--- src/rtl/banner_pkg.sv ---
// Shared definitions for the LED banner and its message loader.
// DIGIT_W is the single source for the hex digit width; banner_state_e
// names the loader occupancy states; cnt_w() sizes an occupancy counter
// able to hold 0..n.
package banner_pkg;

   localparam int DIGIT_W = 4;

   typedef enum logic [1:0] {
      EMPTY   = 2'd0,
      FILLING = 2'd1,
      FULL    = 2'd2
   } banner_state_e;

   function automatic int cnt_w(input int n);
      return $clog2(n + 1);
   endfunction

endpackage

--- src/rtl/banner_msg_loader_if.sv ---
// Digit-feed / publish bundle between a digit source and banner_msg_loader.
//   din_valid/din/din_ready : one hex digit per accepted cycle
//   commit/clear            : level controls sampled every edge
//   data/data_upd           : published message and its one-cycle update pulse
//   count                   : digits currently held in the shadow register
// master = digit source, slave = loader.
interface banner_msg_loader_if #(parameter int N = 10);
   import banner_pkg::*;

   localparam int CW = cnt_w(N);

   logic                   din_valid;
   logic [DIGIT_W-1:0]     din;
   logic                   din_ready;
   logic                   commit;
   logic                   clear;
   logic [DIGIT_W*N-1:0]   data;
   logic                   data_upd;
   logic [CW-1:0]          count;

   modport master (output din_valid, din, commit, clear,
                   input  din_ready, data, data_upd, count);

   modport slave  (input  din_valid, din, commit, clear,
                   output din_ready, data, data_upd, count);

endinterface

--- src/rtl/banner_digit_shreg.sv ---
// N-deep nibble shift register with occupancy counter.
//   shift      : push din into the low nibble, bump count
//   zero       : synchronous load-zero of shadow and count (wins over shift)
//   shadow/count         : registered contents
//   shadow_nxt/count_nxt : contents after this cycle's shift, before zeroing;
//                          the loader publishes from these so a digit
//                          accepted alongside a commit is included.
module banner_digit_shreg
   import banner_pkg::*;
#(
   parameter int N  = 10,
   localparam int CW = cnt_w(N),
   localparam int W  = DIGIT_W * N
) (
   input  logic               clk,
   input  logic               reset_n,
   input  logic               shift,
   input  logic               zero,
   input  logic [DIGIT_W-1:0] din,
   output logic [W-1:0]       shadow,
   output logic [W-1:0]       shadow_nxt,
   output logic [CW-1:0]      count,
   output logic [CW-1:0]      count_nxt
);

   // Shift-and-or keeps this legal for N=1 where a part-select would be empty.
   assign shadow_nxt = shift ? ((shadow << DIGIT_W) | W'(din)) : shadow;
   assign count_nxt  = shift ? count + CW'(1) : count;

   always_ff @(posedge clk or negedge reset_n) begin
      if (!reset_n) begin
         shadow <= '0;
         count  <= '0;
      end else if (zero) begin
         shadow <= '0;
         count  <= '0;
      end else begin
         shadow <= shadow_nxt;
         count  <= count_nxt;
      end
   end

endmodule

--- src/rtl/banner_msg_loader.sv ---
// Assembles hex digits into a shadow register and publishes the whole
// message as a stable 4*N-bit word with a one-cycle data_upd pulse.
//   clk, reset_n : clock, asynchronous active-low reset
//   bus (slave)  : digit handshake, commit/clear controls, data/data_upd/count
// AUTO_COMMIT=1 publishes on the edge that accepts the N-th digit.
module banner_msg_loader
   import banner_pkg::*;
#(
   parameter int N           = 10,
   parameter int AUTO_COMMIT = 0
) (
   input  logic                 clk,
   input  logic                 reset_n,
   banner_msg_loader_if.slave   bus
);

   localparam int CW = cnt_w(N);
   localparam int W  = DIGIT_W * N;

   localparam logic [1:0] S_EMPTY   = EMPTY;
   localparam logic [1:0] S_FILLING = FILLING;
   localparam logic [1:0] S_FULL    = FULL;

   logic [1:0]    state, state_nxt;
   logic [W-1:0]  shadow, shadow_nxt;
   logic [CW-1:0] count, count_nxt;
   logic          acc, full_nxt, auto_fire, fire, zero;

   // Ready comes from registered state only; clear does not mask it.
   assign bus.din_ready = (state != S_FULL);

   // Clear drops any digit offered in the same cycle.
   assign acc       = bus.din_valid & bus.din_ready & ~bus.clear;
   assign full_nxt  = (count_nxt == CW'(N));
   assign auto_fire = (AUTO_COMMIT != 0) & acc & full_nxt;
   // Commit judges the post-accept count, so "digit + commit" publishes it.
   assign fire      = ~bus.clear & (count_nxt != '0) & (bus.commit | auto_fire);
   assign zero      = bus.clear | fire;

   banner_digit_shreg #(.N(N)) u_shreg (
      .clk        (clk),
      .reset_n    (reset_n),
      .shift      (acc),
      .zero       (zero),
      .din        (bus.din),
      .shadow     (shadow),
      .shadow_nxt (shadow_nxt),
      .count      (count),
      .count_nxt  (count_nxt)
   );

   always_comb begin
      state_nxt = S_FILLING;
      if (zero || count_nxt == '0) state_nxt = S_EMPTY;
      else if (full_nxt)           state_nxt = S_FULL;
   end

   always_ff @(posedge clk or negedge reset_n) begin
      if (!reset_n) begin
         state        <= S_EMPTY;
         bus.data     <= '0;
         bus.data_upd <= 1'b0;
      end else begin
         state        <= state_nxt;
         bus.data_upd <= fire;
         if (fire) bus.data <= shadow_nxt;
      end
   end

   assign bus.count = count;

endmodule

--- src/flat_wrapper.sv ---
// flat-port wrapper written by rule: the top's interface ports become plain ports
module banner_msg_loader_flat import banner_pkg::*;
#(
   parameter int N           = 10,
   parameter int AUTO_COMMIT = 0
)
  (clk, reset_n, bus_din_valid, bus_din, bus_commit, bus_clear, bus_din_ready, bus_data, bus_data_upd, bus_count);
  banner_msg_loader_if #(.N(N)) bus_i ();
  input  logic clk;
  input  logic reset_n;
  input wire logic [$bits(bus_i.din_valid)-1:0] bus_din_valid;
  input wire logic [$bits(bus_i.din)-1:0] bus_din;
  input wire logic [$bits(bus_i.commit)-1:0] bus_commit;
  input wire logic [$bits(bus_i.clear)-1:0] bus_clear;
  output wire logic [$bits(bus_i.din_ready)-1:0] bus_din_ready;
  output wire logic [$bits(bus_i.data)-1:0] bus_data;
  output wire logic [$bits(bus_i.data_upd)-1:0] bus_data_upd;
  output wire logic [$bits(bus_i.count)-1:0] bus_count;
  assign bus_i.din_valid = bus_din_valid;
  assign bus_i.din = bus_din;
  assign bus_i.commit = bus_commit;
  assign bus_i.clear = bus_clear;
  assign bus_din_ready = bus_i.din_ready;
  assign bus_data = bus_i.data;
  assign bus_data_upd = bus_i.data_upd;
  assign bus_count = bus_i.count;
  banner_msg_loader #(.N(N), .AUTO_COMMIT(AUTO_COMMIT)) u_core (.clk(clk), .reset_n(reset_n), .bus(bus_i));
endmodule
--- config.mk ---
export PLATFORM = sky130hd
export DESIGN_NAME = banner_msg_loader_flat
export DESIGN_NICKNAME = d
export VERILOG_FILES = /design/src/rtl/banner_pkg.sv /design/src/rtl/banner_msg_loader_if.sv /design/src/rtl/banner_digit_shreg.sv /design/src/rtl/banner_msg_loader.sv /design/src/flat_wrapper.sv
export SDC_FILE = /design/constraint.sdc
export NUM_CORES = 1
export LEC_CHECK = 0
export BUFFER_PORTS_ARGS = -buffer_cell sky130_fd_sc_hd__buf_4
export CORE_ASPECT_RATIO = 2
export CORE_UTILIZATION = 56
export CTS_CLUSTER_SIZE = 24
export DETAILED_ROUTE_END_ITERATION = 16
export HOLD_SLACK_MARGIN = 0.02
export PLACE_DENSITY_LB_ADDON = 0.05
export SLEW_MARGIN = 20
export SYNTH_ARGS = -nofsm -noshare
export SYNTH_HDL_FRONTEND = slang
export SYNTH_SLANG_ARGS = --single-unit
--- constraint.sdc ---
create_clock -name clk -period 2.55 [get_ports clk]
set_input_delay 0.51 -clock clk [delete_from_list [all_inputs] [get_ports clk]]
set_output_delay 0.51 -clock clk [all_outputs]
set_load 0.05 [all_outputs]
==> results.md <==
* # hold bufs at CTS at 0
* Most common library cell in the layout ignoring fill and taps: sky130_fd_sc_hd__dfrtp_1
* Slowest CP cell: sky130_fd_sc_hd__dfrtp_1
* Post-DP HPWL at around 4.5 mm
* Wire per inst at ~15 um
* Worst-path fanout max at 40
* Register-to-Register Setup Slack at between 0.3 and 0.4 ns
* Reg2Reg Depth at 7
* Count of unique library cells instantiated by Yosys at 33
* Setup repair after global routing missed its margin: false
* Clock period minus worst slack at around 2.2 ns
* Period Utilization, post-route at 86.94%
* CP Buf/Inv Count at 1
* Reg clk slew, reported paths at around 0.060 ns
* Total leakage power at ~2.4 nW
* Yosys synthesis warning count at 0
* Overall overflow remaining after global route at 0
* Arrival @ worst endpoint at roughly 2.5 ns
* Launching point of the worst reg2reg path: u_core.u_shreg.count[1]
* Die height at 116.8 um
* Die Width at a little under 60 um
* Setup skew after layout at between 0.004 and 0.005 ns
* Number of enable-type register cells in the synthesized netlist at 0
* Share of post-route cells with drive strength above 1 at approximately a fifth
* Final #Nets at ~380
* Resized Gates After CTS at 0
* Summed instance area of the synthesized netlist at 0.003691 mm2
* Launching element type of the critical path: flop
* Initial DRC count at roughly 130
* Per-instance average area after synthesis at 11.87 um2
* Worst reg2reg endpoint: u_core.u_shreg.shadow[4]
* Vias after detailed routing at between 2,000 and 2,500
* Slew at the pin closest to its max-slew limit at between 0.6 and 0.7 ns
* DR DRC count at 0
* Starting utilization of the core area at 58.50%
* Main synth FF type: sky130_fd_sc_hd__dfrtp_1
* Number of nets with antenna violations after routing at 0
* Final Max Slew Viols at 0
* # diodes at 0
* Wire length of the first global-routing pass at about 11 mm
* Kind of path behind the tightest hold check: input port to async pin
* Total number of placement rows at 41
* Nature of the critical path endpoint: flop
* TritonCTS clock tree: yes
* Sum of negative setup slack at 0 ns
* Number of port buffers at 54
* Total setup buffers inserted after CTS at 0
* Cell area after placement at 0.004212 mm2
* Number of placed instances with taps included at ~440
* Setup violation total in the final timing report at 0
* Via count of the first global-routing pass at between 2,000 and 2,500
* Buffer cell driving the clock tree root: sky130_fd_sc_hd__clkbuf_16
* Top achievable clock speed at 0.4511 GHz
* Post-Syn Nets at approximately 320
* Most frequent cells in the layout: 87 x sky130_fd_sc_hd__dfrtp_1, 81 x sky130_fd_sc_hd__mux2i_1, 59 x sky130_fd_sc_hd__buf_4
* Synth-to-Final Area Change at 21.59%
* Antenna violations before repair at 0
* Async set-reset flop share out of synthesis at 100.0%
* Peak supply drop at 0.5365 mV
* # H-tree levels at 3
* Average via count per standard cell at 5.126
* Fraction of the yosys area taken by sequential cells at 58.98%
* Global-route usage over all layers at between 20% and 30%
* Area inside the core boundary at approximately 0.0063 mm2
* Max-slew headroom at around 57%
* Core utilization of the finished layout at a little under three quarters
* Yosys reg bits at 87
* Total length of routed wires at 6.768 mm
* Die area at 0.006939 mm2
* Later-pin clock latency in the skew report at ~0.33 ns
* Total clock buffers created by CTS at 9
* Worst-case clock buffer depth at 2
* CP max stage delay at approximately 0.46 ns
* WP data required at 2.80 ns
* Crit-path leading delay family: simple AND/OR/NAND/NOR gates
* Global placer's final weighted congestion at around 0.93
* Final cell count without fillers at 460
* Number of top-level pins at 55
* Setup Crit Path Kind: flop to flop
* Pre-antenna DRT Iters at 4
* Power density relative to cell area at between 600 and 700 mW/mm2
* Status: finished clean
* Pin count of the biggest net entering global routing at 51
* Final Cell Area at approximately 0.0045 mm2
* Max-cap violation count at 0
* # clock sinks at 87
* Cell count after synthesis at 311
* Final count of hold timing violations at 0
* Cells traversed along the worst timing path: ha_1 > xnor2_1 > nand2b_1 > nor4_1 > o211ai_1 > buf_12 > nor2_1
-- report_power, final --
group | internal [mW] | leakage, nW | total [mW] | switching, mW
clock | 0.706 | 0.142 | 1.19 | 0.480
combinational | 0.112 | 1.10 | 0.331 | 0.219
sequential | 1.41 | 1.21 | 1.42 | 0.0145
total | 2.23 | 2.45 | 2.94 | 0.713
-- worst max-delay path by stage --
stage / start / end / slack, ns / cells after the start
CTS: u_core.u_shreg.count[1] / u_core.bus.data[38] / 0.39 / 7
detailed placement: bus_din_valid / u_core.bus.data[38] / 0.34 / 7
global placement: bus_din_valid / u_core.bus.data[26] / 0.42 / 7
global route: u_core.u_shreg.count[1] / u_core.u_shreg.shadow[4] / 0.20 / 7
floorplan: u_core.state[0] / u_core.bus.data[0] / 0.32 / 7
finish: u_core.u_shreg.count[1] / u_core.u_shreg.shadow[4] / 0.33 / 7
-- synth_stat cells (2+ instances only) --
master                      n  area (um2)
sky130_fd_sc_hd__dfrtp_1   87        2177
sky130_fd_sc_hd__nor3_1     4       20.02
sky130_fd_sc_hd__nand2_1    6       22.52
sky130_fd_sc_hd__or3_1      2       12.51
sky130_fd_sc_hd__inv_1     43       161.4
sky130_fd_sc_hd__and2_1     2       12.51
sky130_fd_sc_hd__mux2i_1   81       810.8
sky130_fd_sc_hd__nand2b_1   2       12.51
sky130_fd_sc_hd__clkbuf_1   7       26.28
sky130_fd_sc_hd__xnor2_1    2       17.52
sky130_fd_sc_hd__buf_2      4       20.02
sky130_fd_sc_hd__nor4_1     3       18.77
sky130_fd_sc_hd__buf_6      4       45.04
sky130_fd_sc_hd__nor2_1    45       168.9
-- cells by family (layout without fill, tap and decap cells) --
logic type	count (synthesis)	count (layout)	synth area share (%)
AO/OA/AOI/OAI	11	11	2.712
XOR/XNOR	3	3	0.7120
adder cells (fa/ha/maj)	1	1	0.3389
multiplexers	81	81	21.97
AND/OR/NAND/NOR	70	70	8.441
buffers and inverters	58	121	6.847
flip-flops	87	87	58.98
-- metrics by stage --
step	power (mW)	hold WS, ns	setup WS [ns]
after floorplan	1.668	0.2144	0.3199
after global placement	1.779	0.5022	0.4233
after detailed placement	1.783	0.5142	0.3428
after CTS	2.977	0.2244	0.3891
after global routing	3.054	0.2585	0.2007
final	2.940	0.2152	0.3330
-- final cells by class --
cell class              count  area, um2
fillers                   499       1822
inverters                  43      161.4
multi-input cells         166       1262
flip-flops and latches     87       2177
clock inverters             4      20.02
repair buffers             62      503.0
clock buffers              12      256.5
well taps                  86      107.6
-- routing by layer --
metal | wire, um | up-vias | GRT usage, % | share of wire, %
li1 | - | 1128 | - | -
met1 | 2867 | 1173 | 27.89 | 42
met2 | 3561 | 49 | 36.33 | 53
met3 | 232 | 8 | 4.505 | 3.4
met4 | 106 | 0 | 9.365 | 1.6
met5 | 0 | - | 0 | 0
-- state kept, by name (all words and copies together), names as in the netlist --
signal                 flops
u_core.bus.data           40
u_core.bus.data_upd        1
u_core.u_shreg.shadow     40
u_core.state               2
u_core.u_shreg.count       4
(Power assumes the default switching activity.)
